==> src/rtl/approx_pkg.sv <==
// Shared definitions for the approximate-arithmetic checkers: FSM states,
// drain length and the error-width helper.
package approx_pkg;

    typedef enum logic [1:0] {
        IDLE   = 2'd0,
        RUN    = 2'd1,
        DRAIN  = 2'd2,
        REPORT = 2'd3
    } state_t;

    // Cycles spent flushing the two-stage error pipeline after the last sample.
    localparam int DRAIN_LEN = 2;

    // An N-bit add produces N+1 bits, so the absolute error needs N+1 bits.
    function automatic int err_width(input int n);
        return n + 1;
    endfunction

endpackage

==> src/rtl/approx_err_monitor_if.sv <==
// Sample, control and report port of approx_err_monitor.
// Handshakes: a transfer happens on the rising edge where valid && ready;
// valid never waits for ready, and report fields hold while rpt_valid is high.
interface approx_err_monitor_if #(
    parameter int N     = 8,
    parameter int CNT_W = 16,
    parameter int ACC_W = 32
);
    localparam int EW = approx_pkg::err_width(N);

    logic             start;
    logic [CNT_W-1:0] win_len;
    logic             in_valid;
    logic             in_ready;
    logic [N-1:0]     a;
    logic [N-1:0]     b;
    logic             cin;
    logic [N-1:0]     approx_sum;
    logic             approx_cout;
    logic             busy;
    logic             rpt_valid;
    logic             rpt_ready;
    logic [CNT_W-1:0] rpt_samples;
    logic [CNT_W-1:0] rpt_err_cnt;
    logic [ACC_W-1:0] rpt_err_sum;
    logic [EW-1:0]    rpt_err_max;

    modport master (
        output start, win_len, in_valid, a, b, cin, approx_sum, approx_cout, rpt_ready,
        input  in_ready, busy, rpt_valid, rpt_samples, rpt_err_cnt, rpt_err_sum, rpt_err_max
    );

    modport slave (
        input  start, win_len, in_valid, a, b, cin, approx_sum, approx_cout, rpt_ready,
        output in_ready, busy, rpt_valid, rpt_samples, rpt_err_cnt, rpt_err_sum, rpt_err_max
    );

endinterface

==> src/rtl/approx_err_abs.sv <==
// Absolute difference between the exact sum a+b+cin and an adder's
// {cout, sum} output; purely combinational.
module approx_err_abs import approx_pkg::*; #(
    parameter int N = 8
) (
    input  logic [N-1:0]              a,
    input  logic [N-1:0]              b,
    input  logic                      cin,
    input  logic [N-1:0]              approx_sum,
    input  logic                      approx_cout,
    output logic [err_width(N)-1:0]   err
);
    localparam int EW = err_width(N);

    logic [EW-1:0] exact;
    logic [EW-1:0] approx;

    always_comb begin
        exact  = {1'b0, a} + {1'b0, b} + EW'(cin);
        approx = {approx_cout, approx_sum};
        err    = (exact >= approx) ? (exact - approx) : (approx - exact);
    end

endmodule

==> src/rtl/approx_err_monitor.sv <==
// Windowed error statistics for an approximate adder: register sample,
// register |error|, then accumulate count / saturating sum / maximum.
module approx_err_monitor import approx_pkg::*; #(
    parameter int N     = 8,
    parameter int CNT_W = 16,
    parameter int ACC_W = 32
) (
    input  logic                 clk,
    input  logic                 rst_n,
    approx_err_monitor_if.slave  mon,
    output state_t               dbg_state
);
    localparam int EW = err_width(N);
    // Sum is formed one bit wider than both addends so the clamp test is exact.
    localparam int SW = ((ACC_W > EW) ? ACC_W : EW) + 1;
    localparam logic [SW-1:0] SAT = (SW'(1) << ACC_W) - SW'(1);

    state_t           state_q, state_d;
    logic [1:0]       drain_q;
    logic [CNT_W-1:0] win_q;
    logic [CNT_W-1:0] acc_cnt_q;
    logic             accept, start_ok, last_acc;

    logic             s1_vld;
    logic [N-1:0]     s1_a, s1_b, s1_sum;
    logic             s1_cin, s1_cout;
    logic [EW-1:0]    s1_err;
    logic             s2_vld;
    logic [EW-1:0]    s2_err;

    logic [CNT_W-1:0] samples_q, err_cnt_q;
    logic [ACC_W-1:0] err_sum_q;
    logic [EW-1:0]    err_max_q;
    logic [SW-1:0]    sum_ext;

    assign accept   = mon.in_valid && (state_q == RUN);
    assign start_ok = (state_q == IDLE) && mon.start && (mon.win_len != '0);
    assign last_acc = accept && ((acc_cnt_q + CNT_W'(1)) == win_q);

    always_ff @(posedge clk or negedge rst_n) begin
        if (!rst_n) begin
            state_q <= IDLE;
            drain_q <= '0;
        end else begin
            state_q <= state_d;
            drain_q <= (state_q == DRAIN) ? drain_q + 2'd1 : 2'd0;
        end
    end

    always_comb begin
        state_d       = state_q;
        mon.in_ready  = 1'b0;
        mon.busy      = 1'b1;
        mon.rpt_valid = 1'b0;
        case (state_q)
            IDLE: begin
                mon.busy = 1'b0;
                if (start_ok) state_d = RUN;
            end
            RUN: begin
                mon.in_ready = 1'b1;
                if (last_acc) state_d = DRAIN;
            end
            DRAIN: begin
                if (int'(drain_q) == DRAIN_LEN - 1) state_d = REPORT;
            end
            REPORT: begin
                mon.rpt_valid = 1'b1;
                if (mon.rpt_ready) state_d = IDLE;
            end
            default: state_d = IDLE;
        endcase
    end

    assign dbg_state = state_q;

    approx_err_abs #(.N(N)) u_abs (
        .a           (s1_a),
        .b           (s1_b),
        .cin         (s1_cin),
        .approx_sum  (s1_sum),
        .approx_cout (s1_cout),
        .err         (s1_err)
    );

    always_ff @(posedge clk or negedge rst_n) begin
        if (!rst_n) begin
            win_q     <= '0;
            acc_cnt_q <= '0;
            s1_vld    <= 1'b0;
            s1_a      <= '0;
            s1_b      <= '0;
            s1_cin    <= 1'b0;
            s1_sum    <= '0;
            s1_cout   <= 1'b0;
            s2_vld    <= 1'b0;
            s2_err    <= '0;
        end else begin
            if (start_ok) begin
                win_q     <= mon.win_len;
                acc_cnt_q <= '0;
            end else if (accept) begin
                acc_cnt_q <= acc_cnt_q + CNT_W'(1);
            end
            s1_vld <= accept;
            if (accept) begin
                s1_a    <= mon.a;
                s1_b    <= mon.b;
                s1_cin  <= mon.cin;
                s1_sum  <= mon.approx_sum;
                s1_cout <= mon.approx_cout;
            end
            s2_vld <= s1_vld;
            if (s1_vld) s2_err <= s1_err;
        end
    end

    assign sum_ext = SW'(err_sum_q) + SW'(s2_err);

    always_ff @(posedge clk or negedge rst_n) begin
        if (!rst_n) begin
            samples_q <= '0;
            err_cnt_q <= '0;
            err_sum_q <= '0;
            err_max_q <= '0;
        end else if (start_ok) begin
            samples_q <= '0;
            err_cnt_q <= '0;
            err_sum_q <= '0;
            err_max_q <= '0;
        end else if (s2_vld) begin
            samples_q <= samples_q + CNT_W'(1);
            if (s2_err != '0) err_cnt_q <= err_cnt_q + CNT_W'(1);
            err_sum_q <= (sum_ext > SAT) ? '1 : ACC_W'(sum_ext);
            if (s2_err > err_max_q) err_max_q <= s2_err;
        end
    end

    assign mon.rpt_samples = samples_q;
    assign mon.rpt_err_cnt = err_cnt_q;
    assign mon.rpt_err_sum = err_sum_q;
    assign mon.rpt_err_max = err_max_q;

endmodule

==> src/flat_wrapper.sv <==
// flat-port wrapper written by rule: the top's interface ports become plain ports
module approx_err_monitor_flat import approx_pkg::*;
#(
    parameter int N     = 8,
    parameter int CNT_W = 16,
    parameter int ACC_W = 32
)
  (clk, rst_n, dbg_state, mon_start, mon_win_len, mon_in_valid, mon_a, mon_b, mon_cin, mon_approx_sum, mon_approx_cout, mon_rpt_ready, mon_in_ready, mon_busy, mon_rpt_valid, mon_rpt_samples, mon_rpt_err_cnt, mon_rpt_err_sum, mon_rpt_err_max);
  approx_err_monitor_if #(.N(N), .CNT_W(CNT_W), .ACC_W(ACC_W)) mon_i ();
  input  logic clk;
  input  logic rst_n;
  output state_t dbg_state;
  input wire logic [$bits(mon_i.start)-1:0] mon_start;
  input wire logic [$bits(mon_i.win_len)-1:0] mon_win_len;
  input wire logic [$bits(mon_i.in_valid)-1:0] mon_in_valid;
  input wire logic [$bits(mon_i.a)-1:0] mon_a;
  input wire logic [$bits(mon_i.b)-1:0] mon_b;
  input wire logic [$bits(mon_i.cin)-1:0] mon_cin;
  input wire logic [$bits(mon_i.approx_sum)-1:0] mon_approx_sum;
  input wire logic [$bits(mon_i.approx_cout)-1:0] mon_approx_cout;
  input wire logic [$bits(mon_i.rpt_ready)-1:0] mon_rpt_ready;
  output wire logic [$bits(mon_i.in_ready)-1:0] mon_in_ready;
  output wire logic [$bits(mon_i.busy)-1:0] mon_busy;
  output wire logic [$bits(mon_i.rpt_valid)-1:0] mon_rpt_valid;
  output wire logic [$bits(mon_i.rpt_samples)-1:0] mon_rpt_samples;
  output wire logic [$bits(mon_i.rpt_err_cnt)-1:0] mon_rpt_err_cnt;
  output wire logic [$bits(mon_i.rpt_err_sum)-1:0] mon_rpt_err_sum;
  output wire logic [$bits(mon_i.rpt_err_max)-1:0] mon_rpt_err_max;
  assign mon_i.start = mon_start;
  assign mon_i.win_len = mon_win_len;
  assign mon_i.in_valid = mon_in_valid;
  assign mon_i.a = mon_a;
  assign mon_i.b = mon_b;
  assign mon_i.cin = mon_cin;
  assign mon_i.approx_sum = mon_approx_sum;
  assign mon_i.approx_cout = mon_approx_cout;
  assign mon_i.rpt_ready = mon_rpt_ready;
  assign mon_in_ready = mon_i.in_ready;
  assign mon_busy = mon_i.busy;
  assign mon_rpt_valid = mon_i.rpt_valid;
  assign mon_rpt_samples = mon_i.rpt_samples;
  assign mon_rpt_err_cnt = mon_i.rpt_err_cnt;
  assign mon_rpt_err_sum = mon_i.rpt_err_sum;
  assign mon_rpt_err_max = mon_i.rpt_err_max;
  approx_err_monitor #(.N(N), .CNT_W(CNT_W), .ACC_W(ACC_W)) u_core (.clk(clk), .rst_n(rst_n), .mon(mon_i), .dbg_state(dbg_state));
endmodule
==> config.mk <==
export PLATFORM = sky130hd
export DESIGN_NAME = approx_err_monitor_flat
export DESIGN_NICKNAME = d
export VERILOG_FILES = /design/src/rtl/approx_pkg.sv /design/src/rtl/approx_err_monitor_if.sv /design/src/rtl/approx_err_abs.sv /design/src/rtl/approx_err_monitor.sv /design/src/flat_wrapper.sv
export SDC_FILE = /design/constraint.sdc
export NUM_CORES = 1
export LEC_CHECK = 0
export BUFFER_PORTS_ARGS = -buffer_cell sky130_fd_sc_hd__buf_2
export CAP_MARGIN = 15
export CORE_AREA = 10 10 183 117
export DETAILED_ROUTE_END_ITERATION = 8
export DIE_AREA = 0 0 193 127
export PLACE_DENSITY = 0.68
export SYNTH_ARGS = -nofsm -noshare
export SYNTH_HDL_FRONTEND = slang
export SYNTH_HIERARCHICAL = 1
export SYNTH_SLANG_ARGS = --single-unit
export TNS_END_PERCENT = 100
==> constraint.sdc <==
create_clock -name clk -period 4.4 [get_ports clk]
set_input_delay 0.88 -clock clk [delete_from_list [all_inputs] [get_ports clk]]
set_output_delay 0.88 -clock clk [all_outputs]
set_load 0.01 [all_outputs]
**Yosys cells after proc, flatten, opt, wreduce, memory -nomap -nowiden**

Index checks and enable logic that the tools add are counted.

- Flip-flop bits (word level): 146
- Latch bits: 0
- Bits in writable memories: 0
- ROM bits: 0
- Input bits: 47
- Output and inout port bits: 78
- Logic and storage cells: 74
- Memories kept: 0

- Add/sub/neg operators: 9
- Multiply operators: 0
- Divide/modulo/power cells: 0
- Order comparisons: 3
- Equal/unequal tests: 9
- Shift operators: 0
- Mux-type cells: 23
- Bitwise operators: 0
- Reduce and logical (&&, ||, !) cells: 14

Operator list:

| kind | number |
|---|---|
| 16-bit 2-to-1 mux | 7 |
| 32-bit 2-to-1 mux | 3 |
| 16-bit by 1-bit adder with 16-bit output (second input constant) | 3 |
| 9-bit 2-to-1 mux | 4 |
| 32-bit by 9-bit adder with 33-bit output | 1 |
| 33-bit by 32-bit greater-than comparator with 1-bit output (second input constant) | 1 |
| 9-bit subtractor | 2 |
| 16-bit equality test | 1 |
| 16-bit nonzero test | 1 |
| 2-bit 2-to-1 mux | 5 |
| 8-bit by 8-bit adder with 9-bit output | 1 |
| 9-bit by 1-bit adder with 9-bit output | 1 |
| 9-bit greater-or-equal comparator | 1 |
| 9-bit greater-than comparator | 1 |
| 9-bit nonzero test | 1 |
| 2-bit one-hot mux with 4 select lines | 1 |
| 2-bit nonzero test | 4 |
| 2-bit equality test (second input constant) | 3 |
| 1-bit logical AND | 4 |
| 2-bit by 1-bit != test with 1-bit output (second input constant) | 2 |
| 2-bit != test (second input constant) | 2 |
| 2-bit AND reduction | 2 |
| 4-bit AND reduction | 1 |
| 1-bit 2-to-1 mux | 3 |
| 3 further kinds | 3 |

**Longest topological paths before layout**

- Depth in word-level cells: 5
- Depth in mapped cells: 18
- Depth with buffers taken out: 17

**Modules after synthesis**

Netlist, hierarchy kept.

Modules (own cells, without submodules):

| module | times used | cells each | area each (µm²) | seq. area each (µm²) |
|---|---|---|---|---|
| approx_err_monitor | 1 | 854 | 7723.7 | 3653.5 |
| approx_err_abs | 1 | 141 | 1142.3 | 0.0 |

**Worst setup path after synthesis**

No wires, ideal clock.

- Path type: register to register
- Start: register u_core.s1_a[0]
- End: register u_core.s2_err[6]
- Library setup time: 0.125 ns
- Data arrival time: 3.460 ns
- Required time: 4.275 ns
- Slack: 0.815 ns
- Stages on the path, launching flop included: 18
- Path buffers: 0
- Clock period less this slack: 3.585 ns
- Cell sequence: dfrtp_1 -> fa_1 -> inv_1 -> fa_1 -> nor2b_1 -> o21ai_0 -> nand2b_1 -> a21o_1 -> a21o_1 -> a31o_2 -> ha_1 -> and4_4 -> and3_1 -> a21oi_4 -> nand2_4 -> mux2i_1 -> xor2_1 -> mux2_2

- Word-level cells in the longest chain between the ends: 4
- Elaborated cells on any way between the ends: 6
- Those cells by class: add/sub: 4; order compare: 1; mux: 1

RTL lines:

| what | RTL line | text |
|---|---|---|
| start: declaration | approx_err_monitor.sv:25 | `logic [N-1:0] s1_a, s1_b, s1_sum;` |
| start signal: assignment | approx_err_monitor.sv:107 | `s1_a <= mon.a;` |
| 8-bit by 8-bit adder with 9-bit output (*) | approx_err_abs.sv:19 | `exact = {1'b0, a} + {1'b0, b} + EW'(cin);` |
| 9-bit by 1-bit adder with 9-bit output (*) | approx_err_abs.sv:19 |  |
| 9-bit subtractor or 9-bit greater-or-equal comparator (tied branches) | approx_err_abs.sv:21 | `err = (exact >= approx) ? (exact - approx) : (approx - exact);` |
| 9-bit 2-to-1 mux (*) | approx_err_abs.sv:21 |  |
| net u_core.s1_err[6] | approx_err_monitor.sv:27 | `logic [EW-1:0] s1_err;` |
| end signal: assignment | approx_err_monitor.sv:114 | `if (s1_vld) s2_err <= s1_err;` |
| end: declaration | approx_err_monitor.sv:29 | `logic [EW-1:0] s2_err;` |

The timed path passes the listed nets; every way through them passes the cells marked *.
A chain may end at the register's enable or synchronous reset.

**Worst setup path in the final report**

Same ends and word-level chain as after synthesis.

==> summary.txt <==
WL per Instance: 17.0 µm
DP Worst Slack: 0.384 ns
Die X: 193 µm
R2r setup slk: 0.33 ns
Commonest non-fill, non-tap cell in the layout: nand2_1
Fin area: 0.0103 mm²
CTS tree: built
Clk buf depth: 2
Num CTS Buffers: 17
Min Tclk post-route: 4.07 ns
Die Y: 127 µm
TritonRoute pass-1 iters: 5
Util after Layout: 56.1%
Critical Path RT: 4.70 ns
PortBufs: 124
Post-CTS resize count: 0
Htree depth: 4
ANT cells: 0
RSZ-0062 raised after global routing: no
Crit. path cell count: 17
Cell area after synthesis: 0.00887 mm²
Critical Path, Cell by Cell: fa_1, inv_1, fa_1, nor2b_1, o21ai_0, nand2b_1, a21o_1, a21o_1, xor2_1, ha_1, nand4_1, o31ai_2, o21ai_2, nand2_4, mux2i_1, xor2_1, mux2_2
Worst slew margin: 28.2%
Share of layout cells above drive strength 1: 17.0%
NetSw: 3650 µW
Combinational Power Share: 56.5%
Sequential Power Share: 25.4%
Mapped Nets: 1098
Post-DP HPWL: 17.0 mm
Clk sinks: 146
Cells after Synth: 995
Arr. time, crit path: 4.36 ns
Clock skew: 0.0157 ns
Sequential-to-total area share from yosys stat: 41.2%
CTS Hold Bufs: 0
Slew Viols, Final: 0
Netlist cell types: 77
GRT Util Overall: 18.9%
Final ANT Viol Nets: 0
Cell-internal power: 4500 µW
Clock slew at reported path FFs: 0.07 ns
Power per cell area: 794 mW/mm²
Syn avg cell area: 8.91 µm²
Vias per cell: 5.53
DP Area: 0.00967 mm²
Vias: 7545
First-pass GRT wire length: 37.7 mm
Async SR Flop Fraction: 100%
Synth Register Bits: 146
Final setup viols: 0
Leak: 0.00512 µW
Number of global-route vias before repair: 7004
Largest net degree at the start of global routing: 92
Post-CTS setup buffer count: 0
Most frequent cells in the layout: 191 x nand2_1, 146 x dfrtp_1, 123 x buf_2
Fin crit share: 92.4%
Fillers: 1686
Clock power frac: 18.0%
Max incr delay on CP: 0.49 ns
Synth warn: 6
Max-cap violations: 0
Rows: 39
WHS Path Cells: 1
DRT Wirelength: 23.2 mm
Final hold violation count: 0
Status: finished, final reports clean
Fmax: 246 MHz
CP Capture Type: flip-flop
Initial Util: 48.5%
Layout Nets: 1208
Max Fanout on Critical Path: 8
Kind of critical path: reg -> reg
R2R depth: 17
Sw Ratio: 44.8%
Die area: 0.0245 mm²
Hold Path Class: reg -> reg
Post-synth EDFFs: 0
Initial antenna violation count: 0
Slew @ Worst Pin: 1.07 ns
Root Buffer Master: clkbuf_16
First-iteration detailed-routing DRC count: 805
Hold_ws: 0.446 ns
Global route total overflow: 0
IO Pins: 125
Core ar.: 0.0183 mm²
Clk_lat worst skew: 0.42 ns
Final worst slack: 0.333 ns
Crit path launch type: flip-flop
Cell family with most CP delay: adder cells
Sum Neg Setup Slack: 0 ns
Main flop type after synthesis: dfrtp_1
CP max-delay cell: ha_1
Peak VDD IR: 492 µV
DRC Markers: 0
Buffers & Inverters on Critical Path: 1
Layout area overhead: 15.8%
Final GP Congestion: 0.904
synthesized netlist by cell type, types with 4 or more instances:
master,instances,area [µm²]
a21oi_1,36,180
or3_1,9,56.3
nor4_1,12,75.1
ha_1,51,638
nor3_1,22,110
clkbuf_1,25,93.8
and4_1,6,52.6
a31oi_1,9,56.3
nand2_1,191,717
nor2b_1,12,75.1
and3_1,17,106
mux2i_1,20,200
a211oi_1,7,52.6
o21ai_0,33,165
nand4_1,11,68.8
o21a_1,11,82.6
mux2_2,7,78.8
and2_1,7,43.8
xor2_1,44,385
buf_1,4,15.0
dfrtp_1,146,3650
nor2_1,79,297
nand3_1,38,190
fa_1,5,100
inv_1,58,218
xnor2_1,35,307
a21o_1,13,97.6
nand2b_1,5,31.3
buf_2,7,35.0
state kept, by name, indices dropped and copies added, names as in the netlist:
| register | cells |
|---|---|
| u_core/mon.rpt_err_cnt | 16 |
| u_core/drain_q | 2 |
| u_core/s1_a | 8 |
| u_core/mon.rpt_err_sum | 32 |
| u_core/dbg_state | 2 |
| u_core/win_q | 16 |
| u_core/s2_vld | 1 |
| u_core/s1_cin | 1 |
| u_core/acc_cnt_q | 16 |
| u_core/s1_cout | 1 |
| u_core/mon.rpt_samples | 16 |
| u_core/s1_vld | 1 |
| u_core/s1_sum | 8 |
| u_core/s2_err | 9 |
| u_core/s1_b | 8 |
| u_core/mon.rpt_err_max | 9 |
cells by family (layout without fill, tap and decap cells):
logic type / count (synthesis) / in the layout / synth area share (%)
adders and majority gates: 56 / 56 / 8.33
DFF: 146 / 146 / 41.2
buffers and inverters: 100 / 223 / 4.63
muxes: 28 / 28 / 3.27
AOI/OAI and AO/OA: 158 / 158 / 12.4
and+or+nand+nor: 428 / 428 / 22.4
xor gates and xnor gates: 79 / 79 / 7.80
area by class of cell:
cell class              instances  area [µm²]  share of cell area (%)
flip-flops and latches        146        3650                    35.6
repair buffers                132         687                    6.69
clock buffers                  19         443                    4.31
multi-input cells             749        4810                    46.8
well taps                     246         308                    3.00
clock inverters                13         148                    1.44
inverters                      59         221                    2.16
power by group through the flow:
stage	logic [µW]	registers, µW	clock network [µW]
after floorplan	3580	2020	0
after global placement	4520	2080	0
after detailed placement	4560	2090	0
after CTS	4600	2070	1500
after global routing	5150	2130	1570
final	4610	2070	1470
layer usage:
metal,GRT usage (%),wire [µm]
met2,24.8,9090
met4,4.19,168
met1,29.7,12000
met3,5.14,1960
met5,0,0
final timing paths:
| kind | from | to |
|---|---|---|
| worst max-delay path | u_core/s1_a[0] | u_core/s2_err[6] |
| worst min-delay path | u_core/drain_q[0] | u_core/drain_q[0] |
| worst max register to register | u_core/s1_a[0] | u_core/s2_err[6] |
| worst min register to register | u_core/drain_q[0] | u_core/drain_q[0] |
| max in group asynchronous | rst_n | u_core/mon.rpt_samples[8] |
| min in group asynchronous | rst_n | u_core/mon.rpt_err_sum[27] |
metrics by stage:
| stage | total power [µW] | cells |
|---|---|---|
| 2_1_floorplan | 5600 | 995 |
| 3_3_place_gp | 6600 | 1331 |
| 3_5_place_dp | 6650 | 1331 |
| 4_1_cts | 8180 | 1363 |
| 5_1_grt | 8850 | 1364 |
| 6_report | 8150 | 1364 |
worst reg2reg max path, stage by stage, from the launching register on:
cell	delay, ns
dfrtp_1	0.40
fa_1	0.46
inv_1	0.09
fa_1	0.20
nor2b_1	0.05
o21ai_0	0.14
nand2b_1	0.11
a21o_1	0.18
a21o_1	0.22
xor2_1	0.16
ha_1	0.49
nand4_1	0.19
o31ai_2	0.33
o21ai_2	0.17
nand2_4	0.15
mux2i_1	0.25
xor2_1	0.10
mux2_2	0.27
Note: power is estimated with default switching activity, not from simulation.
